**src/rtl/mini_riscv_pkg.sv**
```systemverilog
// ---------------------------------------------------------------------------
// mini_riscv_pkg
// Shared types and constants for the Mini-RISC-V control-flow blocks.
//   XLEN          : architectural register / PC width
//   INSN_BYTES    : size of one instruction, used for link address math
//   brctl_state_t : sequencing states of the branch redirect controller
// ---------------------------------------------------------------------------
package mini_riscv_pkg;

  localparam int XLEN       = 32;
  localparam int INSN_BYTES = 4;

  // IDLE      : watching decode for control-flow events
  // WAIT_OPND : jalr seen, waiting for its base register to be forwarded
  // REDIRECT  : offering the new PC to fetch
  // FLUSH     : squashing the wrong-path instructions behind the redirect
  typedef enum logic [1:0] {
    IDLE,
    WAIT_OPND,
    REDIRECT,
    FLUSH
  } brctl_state_t;

endpackage

```
**src/rtl/brctl_target_calc.sv**
```systemverilog
// ---------------------------------------------------------------------------
// brctl_target_calc
// Purely combinational redirect target arithmetic.
// Ports:
//   pc_dec_i      : PC of the decoded instruction
//   off_sext_i    : sign-extended branch/jal offset or jalr immediate
//   rs1_val_i     : forwarded rs1 value (jalr base)
//   use_rs1_i     : 1 selects the jalr form (rs1 + imm, bit 0 cleared)
//   target_o      : computed redirect target
//   link_addr_o   : return address, pc_dec_i + instruction size
//   misaligned_o  : target is not on a 4-byte boundary (bit 1 set)
// ---------------------------------------------------------------------------
module brctl_target_calc
  import mini_riscv_pkg::*;
(
  input  logic [XLEN-1:0] pc_dec_i,
  input  logic [XLEN-1:0] off_sext_i,
  input  logic [XLEN-1:0] rs1_val_i,
  input  logic            use_rs1_i,
  output logic [XLEN-1:0] target_o,
  output logic [XLEN-1:0] link_addr_o,
  output logic            misaligned_o
);

  logic [XLEN-1:0] baseSel;
  logic [XLEN-1:0] sumRaw;

  // Pick the base (PC-relative or register-relative), add the offset with
  // natural mod-2^XLEN wrap, and clear bit 0 for the jalr form only.
  always_comb begin
    baseSel = use_rs1_i ? rs1_val_i : pc_dec_i;
    sumRaw  = baseSel + off_sext_i;
    if (use_rs1_i) begin
      target_o = {sumRaw[XLEN-1:1], 1'b0};
    end else begin
      target_o = sumRaw;
    end
  end

  // The return address is always relative to the decoded instruction.
  assign link_addr_o = pc_dec_i + XLEN'(INSN_BYTES);

  // Bit 0 is either cleared (jalr) or legitimately odd offsets are not
  // checked; only bit 1 indicates a non-word-aligned fetch target.
  assign misaligned_o = target_o[1];

endmodule

```
**src/rtl/branch_redirect_ctrl.sv**
```systemverilog
// ---------------------------------------------------------------------------
// branch_redirect_ctrl
// Sequences control-flow changes for the Mini-RISC-V pipeline: computes the
// branch/jal/jalr target, hands it to fetch, then holds a counted flush.
// Optional feature macro: MISALIGN_TRAP_EN (adds misalign_trap output and
// turns misaligned targets into a trap + flush instead of a redirect).
// Parameters:
//   FLUSH_CYCLES : cycles flush stays high after fetch accepts (1-15)
//   CNT_W        : width of the completed-redirect counter
// Ports:
//   clk, Rst                       : clock, synchronous active-high reset
//   dec_valid, branch, jal, jalr   : decoded instruction qualifiers
//   brn_taken                      : branch condition result
//   pc_dec, off_sext, rs1_val      : target operands
//   rs1_ready                      : rs1_val is hazard-free
//   fetch_ready                    : fetch accepts the redirect
//   redirect_valid, redirect_pc    : redirect handshake to fetch
//   flush, stall                   : pipeline squash / hold controls
//   link_we, link_addr             : link register write pulse and value
//   redirect_cnt                   : completed redirect count
//   misalign_trap (macro only)     : one-cycle misaligned-target trap pulse
// ---------------------------------------------------------------------------
module branch_redirect_ctrl
  import mini_riscv_pkg::*;
#(
  parameter int FLUSH_CYCLES = 2,
  parameter int CNT_W        = 16
)
(
  input  logic             clk,
  input  logic             Rst,
  input  logic             dec_valid,
  input  logic             branch,
  input  logic             jal,
  input  logic             jalr,
  input  logic             brn_taken,
  input  logic [31:0]      pc_dec,
  input  logic [31:0]      off_sext,
  input  logic [31:0]      rs1_val,
  input  logic             rs1_ready,
  input  logic             fetch_ready,
  output logic             redirect_valid,
  output logic [31:0]      redirect_pc,
  output logic             flush,
  output logic             stall,
  output logic             link_we,
  output logic [31:0]      link_addr,
  output logic [CNT_W-1:0] redirect_cnt
`ifdef MISALIGN_TRAP_EN
  ,
  output logic             misalign_trap
`endif
);

  localparam logic [3:0] FLUSH_LAST = 4'(FLUSH_CYCLES - 1);

  brctl_state_t    state_q;
  logic [3:0]      flushCnt_q;
  logic            redirectValid_q;
  logic            flush_q;
  logic            linkWe_q;
  logic            misalignTrap_q;
  logic [31:0]     redirectPc_q;
  logic [31:0]     linkAddr_q;
  logic [CNT_W-1:0] redirectCnt_q;

  logic            selJal;
  logic            selJalr;
  logic            selBranch;
  logic            idleEvent;
  logic            idleWait;
  logic            accept_d;
  logic            linkPulse_d;
  logic            useRs1;
  logic            trap_d;
  logic [31:0]     target_d;
  logic [31:0]     linkAddr_d;
  logic            misaligned;

  // Priority among simultaneously set decode bits is jal > jalr > branch,
  // so each select is masked by every higher-priority bit.
  always_comb begin
    selJal    = jal;
    selJalr   = !jal && jalr;
    selBranch = !jal && !jalr && branch;
    idleEvent = dec_valid && (selJal || (selJalr && rs1_ready) ||
                              (selBranch && brn_taken));
    idleWait  = dec_valid && selJalr && !rs1_ready;
  end

  // An event is taken either straight from IDLE or when a parked jalr finally
  // sees its operand. Decode is held during WAIT_OPND, so the live inputs are
  // still the jalr's own operands and can feed the adder directly.
  always_comb begin
    accept_d    = ((state_q == IDLE) && idleEvent) ||
                  ((state_q == WAIT_OPND) && rs1_ready);
    linkPulse_d = (state_q == WAIT_OPND) || selJal || selJalr;
    useRs1      = (state_q == WAIT_OPND) || selJalr;
  end

  brctl_target_calc u_target_calc (
    .pc_dec_i     (pc_dec),
    .off_sext_i   (off_sext),
    .rs1_val_i    (rs1_val),
    .use_rs1_i    (useRs1),
    .target_o     (target_d),
    .link_addr_o  (linkAddr_d),
    .misaligned_o (misaligned)
  );

`ifdef MISALIGN_TRAP_EN
  // A misaligned target becomes a trap instead of a redirect.
  assign trap_d = misaligned;
`else
  // Without the trap feature misaligned targets redirect like any other.
  logic unusedMisalign;
  assign trap_d         = 1'b0;
  assign unusedMisalign = misaligned ^ misalignTrap_q;
`endif

  // Stall is the only combinational output: a jalr with an unready operand
  // must hold decode in the very cycle it is seen, before any state change.
  always_comb begin
    stall = (state_q == WAIT_OPND) || (state_q == REDIRECT) ||
            ((state_q == IDLE) && idleWait);
  end

  // Single sequencing process: state, registered outputs and both counters.
  // Anything decode presents outside IDLE is ignored (held upstream while
  // stalled, squashed while flushing).
  always_ff @(posedge clk) begin
    if (Rst) begin
      state_q         <= IDLE;
      flushCnt_q      <= '0;
      redirectValid_q <= 1'b0;
      flush_q         <= 1'b0;
      linkWe_q        <= 1'b0;
      misalignTrap_q  <= 1'b0;
      redirectPc_q    <= '0;
      linkAddr_q      <= '0;
      redirectCnt_q   <= '0;
    end else begin
      linkWe_q       <= 1'b0;
      misalignTrap_q <= 1'b0;
      case (state_q)
        IDLE, WAIT_OPND: begin
          if (accept_d) begin
            redirectPc_q <= target_d;
            linkAddr_q   <= linkAddr_d;
            if (trap_d) begin
              misalignTrap_q <= 1'b1;
              flush_q        <= 1'b1;
              flushCnt_q     <= FLUSH_LAST;
              state_q        <= FLUSH;
            end else begin
              linkWe_q        <= linkPulse_d;
              redirectValid_q <= 1'b1;
              state_q         <= REDIRECT;
            end
          end else if ((state_q == IDLE) && idleWait) begin
            state_q <= WAIT_OPND;
          end
        end
        REDIRECT: begin
          if (fetch_ready) begin
            redirectValid_q <= 1'b0;
            redirectCnt_q   <= redirectCnt_q + CNT_W'(1);
            flush_q         <= 1'b1;
            flushCnt_q      <= FLUSH_LAST;
            state_q         <= FLUSH;
          end
        end
        FLUSH: begin
          if (flushCnt_q == 4'd0) begin
            flush_q <= 1'b0;
            state_q <= IDLE;
          end else begin
            flushCnt_q <= flushCnt_q - 4'd1;
          end
        end
        default: begin
          state_q <= IDLE;
        end
      endcase
    end
  end

  assign redirect_valid = redirectValid_q;
  assign redirect_pc    = redirectPc_q;
  assign flush          = flush_q;
  assign link_we        = linkWe_q;
  assign link_addr      = linkAddr_q;
  assign redirect_cnt   = redirectCnt_q;
`ifdef MISALIGN_TRAP_EN
  assign misalign_trap  = misalignTrap_q;
`endif

endmodule

```
**config.mk**
```make
export PLATFORM = sky130hd
export DESIGN_NAME = branch_redirect_ctrl
export DESIGN_NICKNAME = d
export VERILOG_FILES = /design/src/rtl/mini_riscv_pkg.sv /design/src/rtl/brctl_target_calc.sv /design/src/rtl/branch_redirect_ctrl.sv
export SDC_FILE = /design/constraint.sdc
export NUM_CORES = 1
export LEC_CHECK = 0
export ABC_AREA = 1
export CAP_MARGIN = 15
export CORE_MARGIN = 3
export CORE_UTILIZATION = 54
export DETAILED_ROUTE_END_ITERATION = 8
export PLACE_DENSITY_LB_ADDON = 0.12
export SLEW_MARGIN = 20
export SYNTH_ARGS = -nofsm -noshare
export SYNTH_HDL_FRONTEND = slang
export SYNTH_SLANG_ARGS = --single-unit
```
**constraint.sdc**
```tcl
create_clock -name clk -period 6.05 [get_ports clk]
set_input_delay 1.21 -clock clk [delete_from_list [all_inputs] [get_ports clk]]
set_output_delay 1.21 -clock clk [all_outputs]
set_load 0.02 [all_outputs]
```
==> run_results.csv <==
group,metric,value,unit
power,p_int,1.79,mW
floorplan,dieArea,15100,µm²
synthesis,async_flop_share,0,%
floorplan,chipWidth,123,µm
grt,grt_max_degree,80,
power,p_sw_share,46.7,%
setup_path,timing.rr.start,"state_q[1]$_SDFFE_PP0P_",
final_layout,final_layout_size_suffix_gt1_share,4.36,%
sta,rsz0062_at_grt,"false",
final_layout,nets,1569,
synthesis,synthCells,1242,
synthesis,synthFlopType,"dfxtp_1",
final_layout,area_growth,31.0,%
power,ir_drop,0.241,mV
final_layout,stdcell_area,9640,µm²
synthesis,synth_edf_count,0,
route,routedWlPerCell,15.1,µm
sta,worst_clock_skew,8.18,ps
power,switchingPower,1.57,mW
route,first_pass_iters,6,
floorplan,start_util,55.4,%
clocking,root_buffer,"clkbuf_16",
power,clkPwrFrac,16.9,%
sta,setup_viol_count_final,0,
route,route.detailed.drc,0,
status,status,"finished clean",
setup_path,rrSetupSlack,2580,ps
route,wirelength,24100,µm
route,vias,8229,
sta,layout_worst_path_cycle_share,68.2,%
final_layout,final_common_cell,"nand2_1",
final_layout,antenna_cells,0,
grt,grt_pass1_wl,37600,µm
setup_path,arrival,4390,ps
grt,first_global_vias,7635,
clocking,hold_buffers,0,
power,p_seq_share,25.3,%
grt,antenna_found_initial,0,
power,leakagePower,5.05,nW
route,viasPerCell,5.15,
clocking,cts_sinks,89,
place,placed_area,9350,µm²
setup_path,path_class,"input port to register",
floorplan,pin_count,189,
sta,whs,454,ps
place,port_buffers,188,
clocking,htree_levels,3,
synthesis,synth-seq-area-share,24.2,%
power,power.density,349,nW/µm²
place,dpl.hpwl,18800,µm
sta,final.setup.tns,0,ps
synthesis,yosys_warnings,0,
clocking,cts_tree,"yes",
floorplan,die_h,123,µm
synthesis,ys_types,43,
sta,fmax,242,MHz
clocking,cts_inserted_buffers,9,
power,combPwrFrac,57.8,%
synthesis,syn_area,7360,µm²
final_layout,num-fill-cells,1200,
synthesis,ys_ff_latch,89,
worst_hold_path,hold_path.class,"register to register",
setup_path,crit_path_start,"jalr",
synthesis,syn_avg_cell_area,5.93,µm²
grt,grt_overflow,0,
setup_path,crit_path_end_kind,"register",
clocking,cts_resized,0,
sta,fin_crit,4130,ps
floorplan,num_rows,42,
synthesis,syn_nets,1395,
sta,hold_viol_final,0,
sta,slew_violations,0,
setup_path,required,6320,ps
sta,worstMarginPinSlew,816,ps
clocking,path_clk_slew,70,ps
clocking,post_cts.repair.setup_buffers,0,
job,max_cap_violations,0,
sta,slew_headroom,45.4,%
route,drtIter0Drc,781,
clocking,max-clock-path-buffers,2,
power,finalPower,3.36,mW
route,ant_nets,0,
grt,grt.total_usage,31.8,%
place,gp_congestion,0.997,
worst_hold_path,hold_start,"redirect_valid$_SDFFE_PP0P_",
clocking,worstSkewPairLatency,360,ps
final_layout,final_cell_mix,"nand2_1, inv_1, clkdlybuf4s50_1",
setup_path,worstSetupStartpointType,"input port",
setup_path,critPathMaxFanout,41,
floorplan,core,13300,µm²
critical path, cell delays in order:
cell,delay (ps)
clkdlybuf4s50_1,490
nand2_1,80
nand2_1,460
buf_4,460
o21ai_0,200
ha_1,350
nand2_1,100
nor2_1,260
and2_1,170
nand2_1,50
nand2_1,170
nand2_1,100
nand3_1,80
nand3_1,70
nand2_1,90
inv_1,40
metrics by stage:
stage / setup slack, ps / utilization [%] / cells
2_1_floorplan: 2790 / - / 1242
3_3_place_gp: 1640 / 70.3 / 1581
3_5_place_dp: 1620 / 70.3 / 1581
4_1_cts: 1970 / 72.5 / 1597
5_1_grt: 1690 / 72.5 / 1597
6_report: 1920 / 72.5 / 1597
cells by family after synthesis:
group | count (synthesis) | share of synthesized area [%]
flops | 89 | 24.2
xor+xnor | 29 | 3.45
fa+ha+maj | 48 | 8.26
simple gates | 630 | 36.9
compound gates | 168 | 12.6
buf+inv | 278 | 14.6
power groups by stage:
| stage | Combinational, mW | Sequential, mW | Clock (mW) |
|---|---|---|---|
| 4_1_cts | 1.94 | 0.850 | 0.570 |
| 5_1_grt | 2.16 | 0.868 | 0.597 |
| 2_1_floorplan | 1.07 | 1.02 | 0 |
| 3_5_place_dp | 1.91 | 0.859 | 0 |
| 3_3_place_gp | 1.88 | 0.856 | 0 |
| 6_report | 1.94 | 0.852 | 0.568 |
flip-flops by register name (all words and copies together), names as in the netlist:
name,cells
flush,1
redirect_cnt,16
link_addr,32
link_we,1
redirect_pc,32
state_q,2
redirect_valid,1
flushCnt_q,4
cell type report:
class,count,area (µm²),area share [%]
Clock inverter,7,66.3,0.688
Inverter,250,940,9.75
Tap cell,176,220,2.28
Timing Repair Buffer,191,1900,19.8
Multi-Input combinational cell,875,4500,46.7
Sequential cell,89,1780,18.5
Clock buffer,9,225,2.34
synthesized netlist by cell type (all sizes together) (3+ instances only):
cell    number  area, µm²
buf         16       92.6
and3         3       18.8
clkbuf      12       45.0
or2          3       18.8
xnor2        7       61.3
xor2        22        193
nand3       85        435
nand2      410       1560
nand4       14       87.6
o21ai       88        444
o211ai      14        110
clkinv       3       12.5
o21bai      13       97.6
and2         3       18.8
dfxtp       89       1780
a21oi       49        245
nor3        20        184
ha          47        588
nor2        88        358
inv        247        927
worst paths after layout:
| kind | endpoint | cells past startpoint |
|---|---|---|
| setup / recovery | redirect_pc[31]$_SDFFE_PP0P_ | 16 |
| hold / removal | redirect_valid$_SDFFE_PP0P_ | 2 |
| setup reg to reg | redirect_pc[24]$_SDFFE_PP0P_ | 17 |
| hold reg to reg | redirect_valid$_SDFFE_PP0P_ | 2 |
per-layer routing:
metal | track usage [%] | vias up | wire, µm
met5 | 0 | - | 0
met4 | 12.9 | 0 | 713
met3 | 5.94 | 48 | 1990
met2 | 49.6 | 343 | 10500
met1 | 43.2 | 3638 | 10900
li1 | - | 4200 | -
Note: power is estimated with default switching activity, not from simulation.
